==> src/rtl/uart_port_pkg.sv <==
// Shared definitions for the UART-to-port bridge: command opcodes, FSM states
// and the command port-range helper.
package uart_port_pkg;

    localparam logic [3:0] OP_WRITE = 4'b0010;
    localparam logic [3:0] OP_READ  = 4'b0011;

    typedef enum logic [2:0] {
        IDLE    = 3'd0,
        WDATA   = 3'd1,
        WCOMMIT = 3'd2,
        RREQ    = 3'd3,
        RLATCH  = 3'd4,
        RSEND   = 3'd5,
        RGUARD  = 3'd6
    } state_t;

    // A command port is legal only if every bit above the port width is zero.
    function automatic logic port_fits(input logic [3:0] port, input int addr_bits);
        logic [3:0] high_mask;
        high_mask = 4'hF << addr_bits;
        return (port & high_mask) == 4'h0;
    endfunction

endpackage

==> src/rtl/uart_port_ctrl_if.sv <==
// Byte stream and register-port bus between the UART, the bridge and the ports.
interface uart_port_ctrl_if #(
    parameter int DATA_BYTES = 4,
    parameter int ADDR_BITS  = 4
);
    // rx_valid, tx_en, wr_en and rd_en are single-cycle strobes; tx_en is only
    // raised while tx_ready is high, and rd_data is sampled the cycle after rd_en.
    logic                      rx_valid;
    logic [7:0]                rx_data;
    logic                      tx_ready;
    logic                      tx_en;
    logic [7:0]                tx_data;
    logic                      wr_en;
    logic [ADDR_BITS-1:0]      wr_addr;
    logic [8*DATA_BYTES-1:0]   wr_data;
    logic                      rd_en;
    logic [ADDR_BITS-1:0]      rd_addr;
    logic [8*DATA_BYTES-1:0]   rd_data;

    modport master (
        input  rx_valid, rx_data, tx_ready, rd_data,
        output tx_en, tx_data, wr_en, wr_addr, wr_data, rd_en, rd_addr
    );

    modport slave (
        output rx_valid, rx_data, tx_ready, rd_data,
        input  tx_en, tx_data, wr_en, wr_addr, wr_data, rd_en, rd_addr
    );

endinterface

==> src/rtl/uart_port_timer.sv <==
// Inter-byte silence timer: counts enabled cycles since the last clear and
// flags the final cycle of the TIMEOUT_CYCLES window.
module uart_port_timer #(
    parameter int TIMEOUT_CYCLES = 100000
) (
    input  logic clock,
    input  logic reset_n,
    input  logic clear,
    input  logic enable,
    output logic expired
);

    localparam int CW = (TIMEOUT_CYCLES > 1) ? $clog2(TIMEOUT_CYCLES) : 1;
    localparam logic [CW-1:0] LAST = CW'(TIMEOUT_CYCLES - 1);

    logic [CW-1:0] count;

    always_ff @(posedge clock or negedge reset_n) begin
        if (!reset_n) begin
            count <= '0;
        end else if (clear || !enable) begin
            count <= '0;
        end else if (!expired) begin
            count <= count + 1'b1;
        end
    end

    assign expired = enable && !clear && (count == LAST);

endmodule

==> src/rtl/uart_port_ctrl.sv <==
// UART command bridge: write/read commands arriving as bytes drive a small
// register-port bus; read words are returned MSB first. Build macro
// UART_PORT_CTRL_TIMEOUT_EN adds an inter-byte timeout while collecting write data.
module uart_port_ctrl
    import uart_port_pkg::*;
#(
    parameter int DATA_BYTES     = 4,
    parameter int ADDR_BITS      = 4,
    parameter int TIMEOUT_CYCLES = 100000
) (
    input  logic             clock,
    input  logic             reset_n,
    uart_port_ctrl_if.master port,
    output logic             busy,
    output logic [7:0]       err_count,
    output state_t           state_dbg
);

    localparam int DW = 8 * DATA_BYTES;
    localparam logic [1:0] LAST_BYTE = 2'(DATA_BYTES - 1);

    state_t               state, state_nxt;
    logic [1:0]           byte_cnt, byte_cnt_nxt;
    logic [DW-1:0]        shift_r, shift_nxt;
    logic [DW-1:0]        shift_in;
    logic [ADDR_BITS-1:0] addr_r, addr_nxt;
    logic [ADDR_BITS-1:0] wr_addr_r, wr_addr_nxt;
    logic [DW-1:0]        wr_data_r, wr_data_nxt;
    logic                 guard_r, guard_nxt;
    logic [7:0]           err_r;
    logic                 err_inc;
    logic                 cmd_ok;
    logic [3:0]           opcode;
    logic                 timeout;

    assign opcode   = port.rx_data[7:4];
    assign cmd_ok   = ((opcode == OP_WRITE) || (opcode == OP_READ))
                      && port_fits(port.rx_data[3:0], ADDR_BITS);
    assign shift_in = (shift_r << 8) | DW'(port.rx_data);

`ifdef UART_PORT_CTRL_TIMEOUT_EN
    logic timer_clear;
    logic timer_enable;

    assign timer_clear  = (state != WDATA) || port.rx_valid;
    assign timer_enable = (state == WDATA);

    uart_port_timer #(
        .TIMEOUT_CYCLES (TIMEOUT_CYCLES)
    ) u_timer (
        .clock   (clock),
        .reset_n (reset_n),
        .clear   (timer_clear),
        .enable  (timer_enable),
        .expired (timeout)
    );
`else
    assign timeout = 1'b0;
`endif

    always_ff @(posedge clock or negedge reset_n) begin
        if (!reset_n) begin
            state     <= IDLE;
            byte_cnt  <= '0;
            shift_r   <= '0;
            addr_r    <= '0;
            wr_addr_r <= '0;
            wr_data_r <= '0;
            guard_r   <= 1'b0;
        end else begin
            state     <= state_nxt;
            byte_cnt  <= byte_cnt_nxt;
            shift_r   <= shift_nxt;
            addr_r    <= addr_nxt;
            wr_addr_r <= wr_addr_nxt;
            wr_data_r <= wr_data_nxt;
            guard_r   <= guard_nxt;
        end
    end

    // Error counter sticks at 255 rather than wrapping.
    always_ff @(posedge clock or negedge reset_n) begin
        if (!reset_n) begin
            err_r <= 8'd0;
        end else if (err_inc && (err_r != 8'hFF)) begin
            err_r <= err_r + 8'd1;
        end
    end

    always_comb begin
        state_nxt    = state;
        byte_cnt_nxt = byte_cnt;
        shift_nxt    = shift_r;
        addr_nxt     = addr_r;
        wr_addr_nxt  = wr_addr_r;
        wr_data_nxt  = wr_data_r;
        guard_nxt    = guard_r;
        err_inc      = 1'b0;
        port.tx_en   = 1'b0;
        port.wr_en   = 1'b0;
        port.rd_en   = 1'b0;

        unique case (state)
            IDLE: begin
                if (port.rx_valid) begin
                    if (cmd_ok) begin
                        addr_nxt     = ADDR_BITS'(port.rx_data[3:0]);
                        byte_cnt_nxt = '0;
                        shift_nxt    = '0;
                        state_nxt    = (opcode == OP_WRITE) ? WDATA : RREQ;
                    end else begin
                        err_inc = 1'b1;
                    end
                end
            end

            WDATA: begin
                if (port.rx_valid) begin
                    shift_nxt    = shift_in;
                    byte_cnt_nxt = byte_cnt + 2'd1;
                    if (byte_cnt == LAST_BYTE) begin
                        // Output registers load now so they are stable for the whole strobe.
                        wr_addr_nxt = addr_r;
                        wr_data_nxt = shift_in;
                        state_nxt   = WCOMMIT;
                    end
                end else if (timeout) begin
                    err_inc   = 1'b1;
                    state_nxt = IDLE;
                end
            end

            WCOMMIT: begin
                port.wr_en = 1'b1;
                err_inc    = port.rx_valid;
                state_nxt  = IDLE;
            end

            RREQ: begin
                port.rd_en = 1'b1;
                err_inc    = port.rx_valid;
                state_nxt  = RLATCH;
            end

            RLATCH: begin
                shift_nxt    = port.rd_data;
                byte_cnt_nxt = '0;
                err_inc      = port.rx_valid;
                state_nxt    = RSEND;
            end

            RSEND: begin
                err_inc = port.rx_valid;
                if (port.tx_ready) begin
                    port.tx_en   = 1'b1;
                    shift_nxt    = shift_r << 8;
                    byte_cnt_nxt = byte_cnt + 2'd1;
                    guard_nxt    = 1'b0;
                    state_nxt    = (byte_cnt == LAST_BYTE) ? IDLE : RGUARD;
                end
            end

            RGUARD: begin
                // tx_ready may lag the UART accepting a byte; hold off two cycles.
                err_inc = port.rx_valid;
                if (guard_r) begin
                    guard_nxt = 1'b0;
                    state_nxt = RSEND;
                end else begin
                    guard_nxt = 1'b1;
                end
            end

            default: begin
                state_nxt = IDLE;
            end
        endcase
    end

    assign port.tx_data = shift_r[DW-1 -: 8];
    assign port.wr_addr = wr_addr_r;
    assign port.wr_data = wr_data_r;
    assign port.rd_addr = addr_r;
    assign busy         = (state != IDLE);
    assign err_count    = err_r;
    assign state_dbg    = state;

endmodule

==> src/flat_wrapper.sv <==
// flat-port wrapper written by rule: the top's interface ports become plain ports
module uart_port_ctrl_flat import uart_port_pkg::*;
#(
    parameter int DATA_BYTES     = 4,
    parameter int ADDR_BITS      = 4,
    parameter int TIMEOUT_CYCLES = 100000
)
  (clock, reset_n, busy, err_count, state_dbg, port_rx_valid, port_rx_data, port_tx_ready, port_rd_data, port_tx_en, port_tx_data, port_wr_en, port_wr_addr, port_wr_data, port_rd_en, port_rd_addr);
  uart_port_ctrl_if #(.DATA_BYTES(DATA_BYTES), .ADDR_BITS(ADDR_BITS)) port_i ();
  input  logic clock;
  input  logic reset_n;
  output logic busy;
  output logic [7:0] err_count;
  output state_t state_dbg;
  input wire logic [$bits(port_i.rx_valid)-1:0] port_rx_valid;
  input wire logic [$bits(port_i.rx_data)-1:0] port_rx_data;
  input wire logic [$bits(port_i.tx_ready)-1:0] port_tx_ready;
  input wire logic [$bits(port_i.rd_data)-1:0] port_rd_data;
  output wire logic [$bits(port_i.tx_en)-1:0] port_tx_en;
  output wire logic [$bits(port_i.tx_data)-1:0] port_tx_data;
  output wire logic [$bits(port_i.wr_en)-1:0] port_wr_en;
  output wire logic [$bits(port_i.wr_addr)-1:0] port_wr_addr;
  output wire logic [$bits(port_i.wr_data)-1:0] port_wr_data;
  output wire logic [$bits(port_i.rd_en)-1:0] port_rd_en;
  output wire logic [$bits(port_i.rd_addr)-1:0] port_rd_addr;
  assign port_i.rx_valid = port_rx_valid;
  assign port_i.rx_data = port_rx_data;
  assign port_i.tx_ready = port_tx_ready;
  assign port_i.rd_data = port_rd_data;
  assign port_tx_en = port_i.tx_en;
  assign port_tx_data = port_i.tx_data;
  assign port_wr_en = port_i.wr_en;
  assign port_wr_addr = port_i.wr_addr;
  assign port_wr_data = port_i.wr_data;
  assign port_rd_en = port_i.rd_en;
  assign port_rd_addr = port_i.rd_addr;
  uart_port_ctrl #(.DATA_BYTES(DATA_BYTES), .ADDR_BITS(ADDR_BITS), .TIMEOUT_CYCLES(TIMEOUT_CYCLES)) u_core (.clock(clock), .reset_n(reset_n), .port(port_i), .busy(busy), .err_count(err_count), .state_dbg(state_dbg));
endmodule
==> config.mk <==
export PLATFORM = sky130hd
export DESIGN_NAME = uart_port_ctrl_flat
export DESIGN_NICKNAME = d
export VERILOG_FILES = /design/src/rtl/uart_port_pkg.sv /design/src/rtl/uart_port_ctrl_if.sv /design/src/rtl/uart_port_timer.sv /design/src/rtl/uart_port_ctrl.sv /design/src/flat_wrapper.sv
export SDC_FILE = /design/constraint.sdc
export NUM_CORES = 1
export LEC_CHECK = 0
export ABC_AREA = 1
export BUFFER_PORTS_ARGS = -buffer_cell sky130_fd_sc_hd__buf_4
export CAP_MARGIN = 40
export CORE_ASPECT_RATIO = 0.9
export CORE_MARGIN = 10
export CORE_UTILIZATION = 50
export DETAILED_ROUTE_END_ITERATION = 10
export PLACE_DENSITY = 0.76
export SLEW_MARGIN = 20
export SYNTH_ARGS = -nofsm -noshare
export SYNTH_HDL_FRONTEND = slang
export SYNTH_SLANG_ARGS = --single-unit
==> constraint.sdc <==
create_clock -name clock -period 3.9 [get_ports clock]
set_input_delay 0.78 -clock clock [delete_from_list [all_inputs] [get_ports clock]]
set_output_delay 0.78 -clock clock [all_outputs]
set_load 0.01 [all_outputs]
[Yosys cells after proc, flatten, opt, wreduce, memory -nomap -nowiden]
Cells that the tools add are included.
Operators by class
  add/sub/neg operators: 2
  multipliers: 0
  div/mod/pow operators: 0
  order comparisons: 0
  eq/ne operators: 16
  shifts and indexed selects: 0
  mux-type cells: 29
  bitwise gates (word level): 1
  reductions and logical operators: 12
Operator list (number)
  32-bit 2-to-1 mux: 4
  32-bit case mux with 4 select lines: 1
  32-bit by 8-bit bitwise OR with 32-bit output: 1
  3-bit 2-to-1 mux: 7
  3-bit case mux with 6 select lines: 1
  2-bit 2-to-1 mux: 5
  3-bit equality test, second input constant: 3
  8-bit by 1-bit adder with 8-bit output, second input constant: 1
  4-bit by 2-bit equality test with 1-bit output, second input constant: 2
  1-bit 2-to-1 mux: 8
  8-bit != test, second input constant: 1
  2-bit case mux with 4 select lines: 1
  3-bit by 2-bit equality test with 1-bit output, second input constant: 2
  2-bit by 1-bit != test with 1-bit output, second input constant: 3
  2-bit != test, second input constant: 3
  3-bit AND reduction: 2
  6-bit AND reduction: 1
  5-bit AND reduction: 1
  5-bit OR reduction: 1
  1-bit case mux with 2 select lines: 2
  4-bit nonzero test: 1
  3-bit by 1-bit equality test with 1-bit output, second input constant: 1
  3-bit zero test: 1
  3-bit nonzero test: 1
  other kinds (6): 6
Word-level totals
  bits in registers: 86
  latch bits: 0
  RAM bits: 0
  bits in read-only memories: 0
  bits of input ports: 44
  logic and storage cells: 68
  memories: 0

[Depth between registers and ports, before layout]
  depth after elaboration: 6
  depth in mapped cells: 10
  mapped depth without buffers: 9

[Worst setup path before layout]
OpenSTA, ideal clock, no wires.
  path type: reg2out
  start: register u_core.state[2], in the netlist u_core.state_dbg[2]
  end: output port port_wr_en
  arrival: 1.098 ns
  data required time: 3.120 ns
  setup slack: 2.022 ns
  stages on the path, launching flop included: 4
  buffers on the path: 2
  cell sequence: dfrtp_1 > buf_2 > buf_2 > nor3_1
Between the ends
  longest elaborated chain between the ends: 2
Ends and longest elaborated chain
  start: declaration: line uart_port_ctrl.sv:22  | state_t state, state_nxt;
  start signal: assignment: line uart_port_ctrl.sv:71  | state <= state_nxt;
  3-bit by 2-bit equality test with 1-bit output: line uart_port_ctrl.sv:103  | unique case (state)
  1-bit 2-to-1 mux: line uart_port_ctrl.sv:103
  end: declaration: line flat_wrapper.sv:21  | output wire logic [$bits(port_i.wr_en)-1:0] port_wr_en;
Every way passes these cells.

[Worst setup path in the final report]
  start: register u_core.state[1], in the netlist u_core.state_dbg[1]
  end: output port busy
Between the ends
  longest elaborated chain between the ends: 1
Ends and longest elaborated chain
  3-bit nonzero test: line uart_port_ctrl.sv:184  | assign busy = (state != IDLE);
  end: declaration: line flat_wrapper.sv:12  | output logic busy;
Every way passes these cells.

==> impl_metrics.csv <==
group,metric,value,unit
finish,fin_cells,678,
synthesis,syn-cell-area,4056,um2
synthesis,yosysSeqAreaShare,0.5305,
sta,final.min_clock_period,2.731,ns
clocking,cts_resized,0,
floorplan,start_util,0.5077,
floorplan,fp.dieArea,12120,um2
global_route,grt-busiest-layer,"met2",
synthesis,synth_edf_count,0,
global_route,grt_max_degree,69,
sta,relSlewSlack,0.4793,
synthesis,netlist_instances,480,
synthesis,synth_common_cells,"92 x nand2_1, 86 x dfrtp_1, 76 x o21ai_0",
placed_design,dp.cells,662,
synthesis,ys.flop_type,"dfrtp_1",
global_route,grt_antenna_before_repair,0,
synthesis,syn_area_per_cell,8.451,um2
sta,tightestPinTransition,0.7810,ns
run_status,outcome,"completed",
worst_setup_path,critPathLaunchType,"flip-flop",
placed_design,port_buffers,106,
finish,drive_gt1_frac,0.2729,
synthesis,ys_types,28,
sta,setup_viol,0,
clocking,clkSlewWorstSetupHoldPaths,0.08,ns
finish,fin_util,0.6427,
synthesis,ys_ff_latch,86,
floorplan,coreArea,7990,um2
sta,fin_ws,1.169,ns
global_route,grtUsageMet3,0.06463,
sta,holdWs,0.3462,ns
sta,finalSetupTns,0,ns
synthesis,synthArstFlopShare,1.000,
sta,max_freq,0.3662,GHz
worst_setup_path,cp.required,3.12,ns
clocking,clk_latency,0.36,ns
global_route,grt_overflow,0,
placed_design,placed_area,4873,um2
global_route,grt_use_total,0.1723,
power_and_ir_drop,ir_drop,0.0004115,V
route,drt_iter0_markers,202,
floorplan,ioPinCount,107,
clocking,htree_levels,3,
global_route,met1_usage,0.2130,
worst_setup_path,setup.worst_path.class,"flip-flop to primary output",
sta,final.setup_skew,0.01117,ns
worst_setup_path,end_kind,"primary output",
global_route,met2_usage,0.2749,
min_path,hp-class,"input pin to async pin",
clocking,cts_setup_buffers,0,
placed_design,hpwl,7.570,mm
clocking,clock_sinks,86,
finish,fin_area,5135,um2
route,wire_per_inst,15.65,um
global_route,grt_pass1_wl,17.08,mm
route,vias,3496,
clocking,cts_buffers,9,
worst_setup_path,cp_max_fo,33,
route,postRouteWirelength,10.61,mm
synthesis,yosys.area.top_type_share,0.5305,
sta,hold_viol,0,
finish,insertedDiodeCount,0,
synthesis,synth_area_leaders,"dfrtp_1 53%, o21ai_0 9.4%, nand2_1 8.5%, inv_1 5.1%, nand3_1 4.9%",
global_route,grt_pass1_vias,3424,
power_and_ir_drop,power.total,3.941,mW
sta,period_share,0.7003,
clocking,cts_tree,"built",
floorplan,die_w,114.9,um
route,ant_nets,0,
route,viasPerCell,5.156,
finish,n_fill_cell,702,
clocking,hold_buffers,0,
synthesis,synth_most_common_cell,"nand2_1",
clocking,root_buffer,"clkbuf_8",
clocking,clk_path_buf_depth,2,
job,maxCapViolCount,0,
synthesis,synth_top_area_cell,"dfrtp_1",
finish,syn_to_final_growth,26.59,%
placed_design,globalplace.congestion,0.8751,
synthesis,yosysWarningCount,0,
sta,rsz0062_at_grt,"no",
synthesis,syn_nets,526,
floorplan,rows,31,
power_and_ir_drop,powerDensity,767.5,nW/um2
placed_design,place_ws,1.535,ns
finish,final_nets,620,
worst_setup_path,critical_path_arrival,1.95,ns
sta,drv_slew,0,
floorplan,dieHeight,105.5,um
route,first_pass_iters,4,
power_and_ir_drop,leakage,2.586,nW
route,drc_errors,0,
[state kept, by name, indices dropped and copies added (netlist names)]
name,flops
u_core.guard_r,1
u_core.port.rd_addr,4
u_core.byte_cnt,2
u_core.shift_r,32
u_core.port.wr_addr,4
u_core.err_count,8
u_core.port.wr_data,32
u_core.state_dbg,3
[routing by layer]
layer,part of all wire,routed length (um)
met5,0,0
met4,0.014,144
met3,0.083,880
met2,0.49,5166
met1,0.42,4418
[kinds of logic after synthesis]
family / share of synthesized area
simple gates: 0.1906
buf+inv: 0.09284
flops: 0.5305
compound gates: 0.1669
fa+ha+maj: 0.006168
xor+xnor: 0.01296
[layout make-up]
type | instances | area, um2 | area share
Sequential cell | 86 | 2152 | 0.4191
Multi-Input combinational cell | 308 | 1528 | 0.2975
Timing Repair Buffer | 110 | 845.8 | 0.1647
Inverter | 59 | 224.0 | 0.04362
Clock inverter | 6 | 133.9 | 0.02607
Clock buffer | 10 | 127.6 | 0.02485
Tap cell | 99 | 123.9 | 0.02412
[worst max-delay path, cell delays in order, from the launching register on]
cell     delay [ns]
dfrtp_1        0.52
nor2_4         0.65
nand2_1        0.21
buf_4          0.21
[power breakdown]
part | leakage (nW) | total (mW) | switching [mW] | internal, mW
combinational | 1.35 | 1.66 | 0.990 | 0.667
sequential | 1.11 | 1.48 | 0.221 | 1.26
clock | 0.130 | 0.805 | 0.314 | 0.490
[layout by cell type, fill, tap and decap left out, types with 2 or more instances in the layout]
| cell | synthesis | final |
|---|---|---|
| nand3_2 | 3 | 3 |
| clkbuf_8 | 0 | 9 |
| o21ai_0 | 76 | 76 |
| buf_4 | 1 | 109 |
| bufinv_16 | 0 | 4 |
| nand2_2 | 2 | 2 |
| ha_1 | 2 | 2 |
| xnor2_1 | 3 | 3 |
| nand3_1 | 40 | 40 |
| inv_1 | 55 | 55 |
| nand2_1 | 92 | 92 |
| a21oi_2 | 20 | 20 |
| nor2_1 | 39 | 39 |
| dfrtp_1 | 86 | 86 |
| o21ai_1 | 16 | 16 |
| a21oi_1 | 4 | 4 |
| xor2_1 | 3 | 3 |
| inv_2 | 3 | 3 |
| o211ai_1 | 2 | 2 |
[path summary, 6_finish.rpt]
path                                     startpoint                 endpoint  slack [ns]  depth (start not counted)
worst min register to register   u_core.shift_r[25]       u_core.shift_r[25]        0.49                          2
worst max-delay path            u_core.state_dbg[1]                     busy        1.17                          3
worst max register to register  u_core.state_dbg[1]  u_core.port.wr_data[10]        1.72                          7
worst min-delay path                        reset_n       u_core.shift_r[29]        0.35                          1
max in group asynchronous                   reset_n        u_core.shift_r[1]        2.95                          2
min in group clock               u_core.shift_r[25]       u_core.shift_r[25]        0.49                          2
Power figures use the tool's default switching activity.
